$ cat config.mk
export PLATFORM = sky130hd
export DESIGN_NAME = key_debounce_multi
export DESIGN_NICKNAME = d
export VERILOG_FILES = /design/src/rtl/key_debounce_multi.sv
export SDC_FILE = /design/constraint.sdc
export NUM_CORES = 1
export LEC_CHECK = 0
export CORE_ASPECT_RATIO = 0.75
export CORE_MARGIN = 10
export CORE_UTILIZATION = 50
export DETAILED_ROUTE_END_ITERATION = 8
export PLACE_DENSITY = 0.64
export SLEW_MARGIN = 20
export SYNTH_ARGS = -nofsm -noshare
export SYNTH_HDL_FRONTEND = slang
export SYNTH_SLANG_ARGS = --single-unit
export TNS_END_PERCENT = 1
$ cat constraint.sdc
create_clock -name clock -period 2.5 [get_ports clock]
set_input_delay 0.75 -clock clock [delete_from_list [all_inputs] [get_ports clock]]
set_output_delay 0.75 -clock clock [all_outputs]
set_load 0.05 [all_outputs]
$ cat src/rtl/key_debounce_multi.sv
// N-channel push-button conditioner: 2-flop sync, counter debounce, press/release pulses,
// toggle latch and long-press pulse per key. Channels share nothing but the clock and reset.
module key_debounce_multi #(
    parameter int N_KEYS        = 8,
    parameter int STABLE_CYCLES = 270000,
    parameter int HOLD_CYCLES   = 13500000
) (
    input  logic              clock,
    input  logic              reset,
    input  logic [N_KEYS-1:0] key_raw,
    output logic [N_KEYS-1:0] key_state,
    output logic [N_KEYS-1:0] key_press,
    output logic [N_KEYS-1:0] key_release,
    output logic [N_KEYS-1:0] key_toggle,
    output logic [N_KEYS-1:0] key_long
);

    localparam int DW = $clog2(STABLE_CYCLES + 1);
    localparam int HW = $clog2(HOLD_CYCLES + 1);
    localparam logic [DW-1:0] DEB_LAST  = DW'(STABLE_CYCLES - 1);
    localparam logic [HW-1:0] HOLD_MAX  = HW'(HOLD_CYCLES);
    localparam logic [HW-1:0] HOLD_LAST = HW'(HOLD_CYCLES - 1);

    logic [N_KEYS-1:0] sync1_q, sync2_q;
    logic [N_KEYS-1:0] state_q, state_d;
    logic [N_KEYS-1:0] press_q, press_d;
    logic [N_KEYS-1:0] release_q, release_d;
    logic [N_KEYS-1:0] toggle_q, toggle_d;
    logic [N_KEYS-1:0] long_q, long_d;
    logic [DW-1:0]     deb_cnt_q [N_KEYS];
    logic [DW-1:0]     deb_cnt_d [N_KEYS];
    logic [HW-1:0]     hold_cnt_q [N_KEYS];
    logic [HW-1:0]     hold_cnt_d [N_KEYS];

    always_comb begin
        state_d    = state_q;
        toggle_d   = toggle_q;
        press_d    = '0;
        release_d  = '0;
        long_d     = '0;
        deb_cnt_d  = deb_cnt_q;
        hold_cnt_d = hold_cnt_q;
        for (int i = 0; i < N_KEYS; i++) begin
            // Any sample agreeing with the debounced level restarts the stability count.
            if (sync2_q[i] == state_q[i]) begin
                deb_cnt_d[i] = '0;
            end else if (deb_cnt_q[i] == DEB_LAST) begin
                deb_cnt_d[i] = '0;
                state_d[i]   = ~state_q[i];
                press_d[i]   = ~state_q[i];
                release_d[i] = state_q[i];
                if (!state_q[i]) begin
                    toggle_d[i] = ~toggle_q[i];
                end
            end else begin
                deb_cnt_d[i] = deb_cnt_q[i] + DW'(1);
            end

            if (!state_q[i]) begin
                hold_cnt_d[i] = '0;
            end else if (hold_cnt_q[i] != HOLD_MAX) begin
                hold_cnt_d[i] = hold_cnt_q[i] + HW'(1);
                long_d[i]     = (hold_cnt_q[i] == HOLD_LAST);
            end
        end
    end

    always_ff @(posedge clock) begin
        if (reset) begin
            sync1_q   <= '0;
            sync2_q   <= '0;
            state_q   <= '0;
            press_q   <= '0;
            release_q <= '0;
            toggle_q  <= '0;
            long_q    <= '0;
            for (int i = 0; i < N_KEYS; i++) begin
                deb_cnt_q[i]  <= '0;
                hold_cnt_q[i] <= '0;
            end
        end else begin
            sync1_q   <= key_raw;
            sync2_q   <= sync1_q;
            state_q   <= state_d;
            press_q   <= press_d;
            release_q <= release_d;
            toggle_q  <= toggle_d;
            long_q    <= long_d;
            for (int i = 0; i < N_KEYS; i++) begin
                deb_cnt_q[i]  <= deb_cnt_d[i];
                hold_cnt_q[i] <= hold_cnt_d[i];
            end
        end
    end

    assign key_state   = state_q;
    assign key_press   = press_q;
    assign key_release = release_q;
    assign key_toggle  = toggle_q;
    assign key_long    = long_q;

endmodule

==> impl_results.md, run 1 <==
- Outcome: finished, final reports clean
- Via-per-instance ratio: 5.16
- Slowest stage cell, crit path: clkdlybuf4s50_1
- Antenna cells: 0
- Area growth, synth to finish: 13.9%
- Fin crit share: 0.979
- Leak: between 6 and 7 nW
- Largest net degree at the start of global routing: 27
- Mean post-synth cell area: around 8.7 µm²
- Final WL: between 30000 and 40000 µm
- Synthesized flop and latch total: 400
- Horiz. Die Dim: ~230 µm
- H-tree Lvls: 2
- Rel. slew slack: 0.521
- Syn_nets: between 1500 and 2000
- Clk buf depth: 3
- I/O Buffers: 49
- Final Hold Fails: 0
- Root Driver: clkbuf_16
- Hold WS: roughly 440 ps
- Worst Tran Pin Value: 717 ps
- CTS tree: yes
- DR iter-0 viols: just under 800
- Netlist Area Pre-Place: roughly 0.017 mm²
- Die ar.: between 0.04 and 0.05 mm²
- Library cells used by synthesis: 47
- Synth Warn #: 0
- Leading cell type in the layout, fill and taps excluded: dfxtp_1
- Net Sw Frac: 0.199
- Layout cells sized above 1: 0.0546
- Final RePlAce weighted congestion: 0.827
- Vias in the first global route: about 12000
- First-pass GRT wire length: between 50000 and 60000 µm
- Peak supply drop: 0.416 mV
- CP Data Required Time: 1750 ps
- Clock share of power: 0.493
- Layout Nets: 2055
- RSZ-0062 raised after global routing: false
- Total gr overflow: 0
- CP Cell Sequence: clkdlybuf4s50_1
- Vias: about 13000
- Initial antenna violation count: 1
- Primary FF master, synth: dfxtp_1
- Setup violations, final: 0
- FMAX: about 410 MHz
- Cts hold-fix bufs: 0
- Clock Skews: approximately 9 ps
- Post-route core utilization: 0.581
- Largest stage delay on the critical path: between 800 and 900 ps
- Drt drc: 0
- Sequential share of the synthesized area: 0.466
- Sequential power share: 0.501
- Logic pwr share: 0.006
- PwrDens: roughly 650 mW/mm²
- Cells after synthesis: 1965
- Biggest area consumer among synthesized cells: dfxtp_1
- Commonest cells after routing, fill and taps aside: dfxtp_1 (400), nor2_1 (397), xnor2_1 (155)
- HPWL after DPL: between 20000 and 25000 µm
- Dpl cells: ~2400
- Rows: slightly below 60
- Final std cells w/o fill: between 2000 and 3000
- Setup CP Type: register to output port
- Starting Density: 0.510
- DRT antenna net count: 0
- Buf/Inv on CP: 1
- Clock transition at the registers of the reported paths: roughly 60 ps
- Worst hold path type: register to register
- CTS sink cnt: 400
- TritonCTS buffer count: 40
- Max cap viols: 0
- Worst Path Arrival: 1700 ps
- Routed wire per std cell: between 10 and 15 µm
- CP endpoint kind: output port
- Die Span Y: ~180 µm
- DR pass1 iterations: 5
- Critical-path maximum fanout: 1
- Io pins: 50
- Top cells by area, synth: dfxtp_1 (47%), nor2_1 (8.7%), xnor2_1 (7.9%)
- Share of the synthesized area in the top cell type: 0.466
- CP delay by family, top: buffers and inverters
- Fraction of registers with async set or reset after synthesis: 0
- EDFF count, synth: 0
- Final Slew Violations: 0
- Element type at the critical path start: register
- Sw power: around 0.0025 W
- Overall routing resource usage: 0.154
- Skew-Pair Late Insertion Delay: between 500 and 600 ps
- Setup TNS: 0 ps
- Fill cells: about 3000
- Placeable core region: around 0.034 mm²
- Internal power: 0.0102 W
- Tmin final: approximately 2400 ps
-- kinds of logic (layout without fill, tap and decap cells) --
logic type               Yosys count  after routing  share of synthesized area
XOR/XNOR                         300            300                      0.153
AO/OA/AOI/OAI                     57             57                     0.0176
flip-flops                       400            400                      0.466
buffers and inverters            112            200                     0.0248
adder cells (fa/ha/maj)           24             24                     0.0175
AND/OR/NAND/NOR                 1055           1055                      0.311
multiplexers                      17             17                    0.00998
-- layout make-up --
cell class / instances / area [µm²] / share of cell area
clock inverters: 16 / 219 / 0.0112
repair buffers: 71 / 637 / 0.0326
flip-flops and latches: 400 / 8010 / 0.410
inverters: 55 / 206 / 0.0106
multi-input cells: 1453 / 8730 / 0.447
well taps: 450 / 563 / 0.0288
clock buffers: 58 / 1180 / 0.0604
-- routing by layer --
metal  vias up  part of all wire  global-route usage
li1       6778                 -                   -
met1      5963              0.51               0.213
met2       138              0.44               0.240
met3        40             0.035              0.0267
met4         0             0.016              0.0435
met5         -                 0                   0
-- cell usage after synthesis (12+ instances only) --
master    instances
a21oi_1          29
and3_1           53
and4_1           26
clkbuf_1         51
dfxtp_1         400
ha_1             24
inv_1            55
mux2i_1          16
nand2_1         110
nand2b_1         27
nand3_1         131
nand4_1          89
nor2_1          397
nor2b_1          22
nor3_1           69
nor4_1           35
o21ai_0          22
or3_1            32
or4_1            12
xnor2_1         155
xor2_1          145
-- power by group through the flow --
stage	clock (W)	sequential (W)	combinational [W]
after global routing	0.00678	0.00640	0.0000903
after global placement	0	0.00654	0.0000796
after floorplan	0	0.00654	0.0000488
final	0.00630	0.00640	0.0000796
after CTS	0.00652	0.00640	0.0000811
after detailed placement	0	0.00654	0.0000805
-- through the flow --
| step | worst slack, ps | power [W] | cell area [µm²] |
|---|---|---|---|
| 6_report | 53.7 | 0.0128 | 19500 |
| 3_5_place_dp | 154 | 0.00662 | 18200 |
| 4_1_cts | 14.7 | 0.0130 | 19500 |
| 2_1_floorplan | 489 | 0.00659 | 17200 |
| 3_3_place_gp | 142 | 0.00662 | 18200 |
| 5_1_grt | 13.6 | 0.0133 | 19500 |
-- final timing paths --
| path | slack [ps] | to | from | depth (start not counted) |
|---|---|---|---|---|
| max reg2reg | 450 | key_toggle[4] | deb_cnt_q[57] | 6 |
| max | 50 | key_press[6] | key_press[6] | 1 |
| min | 440 | sync2_q[7] | sync1_q[7] | 1 |
| min reg2reg | 440 | sync2_q[7] | sync1_q[7] | 1 |
-- repair_timing --
action	in CTS	in global routing
resized for setup	11	2
buffers inserted	0	0
hold endpoints to repair	0	0
setup endpoints to repair	11	2
-- registers in the layout, indices dropped and copies added (netlist names) --
| register | cells |
|---|---|
| key_long | 8 |
| key_state | 8 |
| hold_cnt_q | 192 |
| sync1_q | 8 |
| key_release | 8 |
| key_press | 8 |
| sync2_q | 8 |
| key_toggle | 8 |
| deb_cnt_q | 152 |
Note: power is estimated with default switching activity, not from simulation.
==> run 2, diff against run 1 <==
SKIP_CTS_REPAIR_TIMING = 1   (was not set)
==> run 2 against run 1 <==
Sequential cell count unchanged; clock power about the same; final cell count unchanged; global-route usage unchanged; maximum frequency about the same; worst setup slack improved by 1.3 ps; clock skew about the same; highest routed layer unchanged; count of clock-buffer cells in the layout unchanged; largest power group unchanged; critical path depth unchanged; via count increased by 0.12%; sequential power about the same.
==> impl_results.md, run 2 (same netlist as run 1, synthesis figures left out) <==
- FMAX: ~410 MHz
- CP Data Required Time: between 1500 and 2000 ps
- Total gr overflow: 0
- Outcome: finished, final reports clean
- Max cap viols: 0
- Vias in the first global route: around 12000
- FF-to-FF setup slack: between 400 and 500 ps
- DR pass1 iterations: 5
- Leak: approximately 6.3 nW
- Final RePlAce weighted congestion: around 0.83
- TritonCTS buffer count: 40
- Final std cells w/o fill: between 2000 and 3000
- Logic pwr share: 0.006
- First-pass GRT wire length: around 57000 µm
- Rel. slew slack: 0.521
- Worst hold path type: register to register
- Internal power: ~0.01 W
- Initial antenna violation count: 1
- Top reg by flops: hold_cnt_q
- Worst Path Arrival: 1690 ps
- Layout cells sized above 1: 0.0546
- Worst Tran Pin Value: just over 700 ps
- DRT antenna net count: 0
- Largest net degree at the start of global routing: 27
- FF-to-FF Start: deb_cnt_q[57]
- Setup CP Type: register to output port
- Hold path depth: 1
- Hold WS: 438 ps
- Final Slew Violations: 0
- Routed wire per std cell: 13.0 µm
- Final non-filler cell area: slightly below 0.02 mm²
- Final Hold Fails: 0
- I/O Buffers: 49
- Critical-path maximum fanout: 1
- Dpl cells: around 2400
- Net Sw Frac: 0.199
- Max FFs per register: between 150 and 200
- Die Span Y: 180 µm
- Element type at the critical path start: register
- Largest stage delay on the critical path: just over 800 ps
- Buf/Inv on CP: 1
- Leading cell type in the layout, fill and taps excluded: dfxtp_1
- Overall routing resource usage: 0.154
- HPWL after DPL: roughly 22000 µm
- Vias: roughly 13000
- Clock transition at the registers of the reported paths: around 60 ps
- Io pins: 50
- Root Driver: clkbuf_16
- Rows: 58
- Fill cells: ~3000
- Via-per-instance ratio: around 5.2
- Clock Skews: about 9 ps
- Fin crit share: 0.978
- RSZ-0062 raised after global routing: false
- Peak supply drop: approximately 0.42 mV
- Die ar.: approximately 0.042 mm²
- Commonest cells after routing, fill and taps aside: dfxtp_1 (400), nor2_1 (397), xnor2_1 (155)
- Slowest stage cell, crit path: clkdlybuf4s50_1
- Clk buf depth: 3
- CP endpoint kind: output port
- Placeable core region: roughly 0.034 mm²
- Sw power: roughly 0.0025 W
- Horiz. Die Dim: between 200 and 250 µm
- DR iter-0 viols: between 700 and 800
- Hold endpoint: sync2_q[7]
- Dpl cell area: about 0.018 mm²
- Antenna cells: 0
- Starting Density: 0.510
- CTS tree: yes
- Area growth, synth to finish: 14.1%
- Drt drc: 0
- Reg2reg end: key_toggle[4]
- PwrDens: 653 mW/mm²
- Skew-Pair Late Insertion Delay: 540 ps
- CP delay by family, top: buffers and inverters
- CP Cell Sequence: clkdlybuf4s50_1
- Final WL: ~33000 µm
- CTS sink cnt: 400
- Top Registers: hold_cnt_q x192, deb_cnt_q x152
- H-tree Lvls: 2
- Tmin final: between 2000 and 2500 ps
- Clock share of power: 0.493
- Worst hold start: sync1_q[7]
- Sequential power share: 0.501
- Layout Nets: a little over 2000
- Setup violations, final: 0
- R2R depth: 6
## run 2: cell types whose count changed in the layout (fill, tap and decap cells not counted), sizes merged
cell	change
dlymetal6s2s	+11
dlygate4sd2	-11
## run 2: layer usage
metal  global-route usage  vias up  share of wire
met2                0.240      149           0.44
met1                0.213     5966           0.51
met3               0.0267       40          0.035
met4               0.0435        0          0.016
li1                     -     6779              -
met5                    0        -              0
## run 2: how the worst max path moves through the flow
stage / startpoint / to / slack, ps / cells after the start
2_1_floorplan: reset / deb_cnt_q[66] / 490 / 6
5_1_grt: key_toggle[4] / key_toggle[4] / 10 / 1
4_1_cts: key_state[1] / key_state[1] / -80 / 1
3_3_place_gp: reset / key_long[5] / 140 / 4
3_5_place_dp: reset / key_long[5] / 150 / 4
6_report: key_press[6] / key_press[6] / 60 / 1
## run 2: stage by stage
stage | util | power, W | TNS [ps] | worst slack (ps)
after floorplan | - | 0.00659 | 0 | 489
after global placement | 0.539 | 0.00662 | 0 | 142
after detailed placement | 0.539 | 0.00662 | 0 | 154
after CTS | 0.581 | 0.0130 | -590 | -84.0
after global routing | 0.582 | 0.0133 | 0 | 13.6
final | 0.582 | 0.0128 | 0 | 55.0
## run 2: layout make-up
type,count,area [µm²],share of cell area
well taps,450,563,0.0287
clock buffers,58,1180,0.0602
repair buffers,71,678,0.0346
flip-flops and latches,400,8010,0.409
clock inverters,16,219,0.0112
multi-input cells,1453,8730,0.446
inverters,55,206,0.0105
## run 2: power groups by stage
| stage | combinational (W) | sequential [W] | clock, W |
|---|---|---|---|
| finish | 0.0000796 | 0.00640 | 0.00630 |
| global route | 0.0000903 | 0.00640 | 0.00678 |
| CTS | 0.0000811 | 0.00640 | 0.00652 |
| detailed placement | 0.0000805 | 0.00654 | 0 |
| global placement | 0.0000796 | 0.00654 | 0 |
| floorplan | 0.0000488 | 0.00654 | 0 |
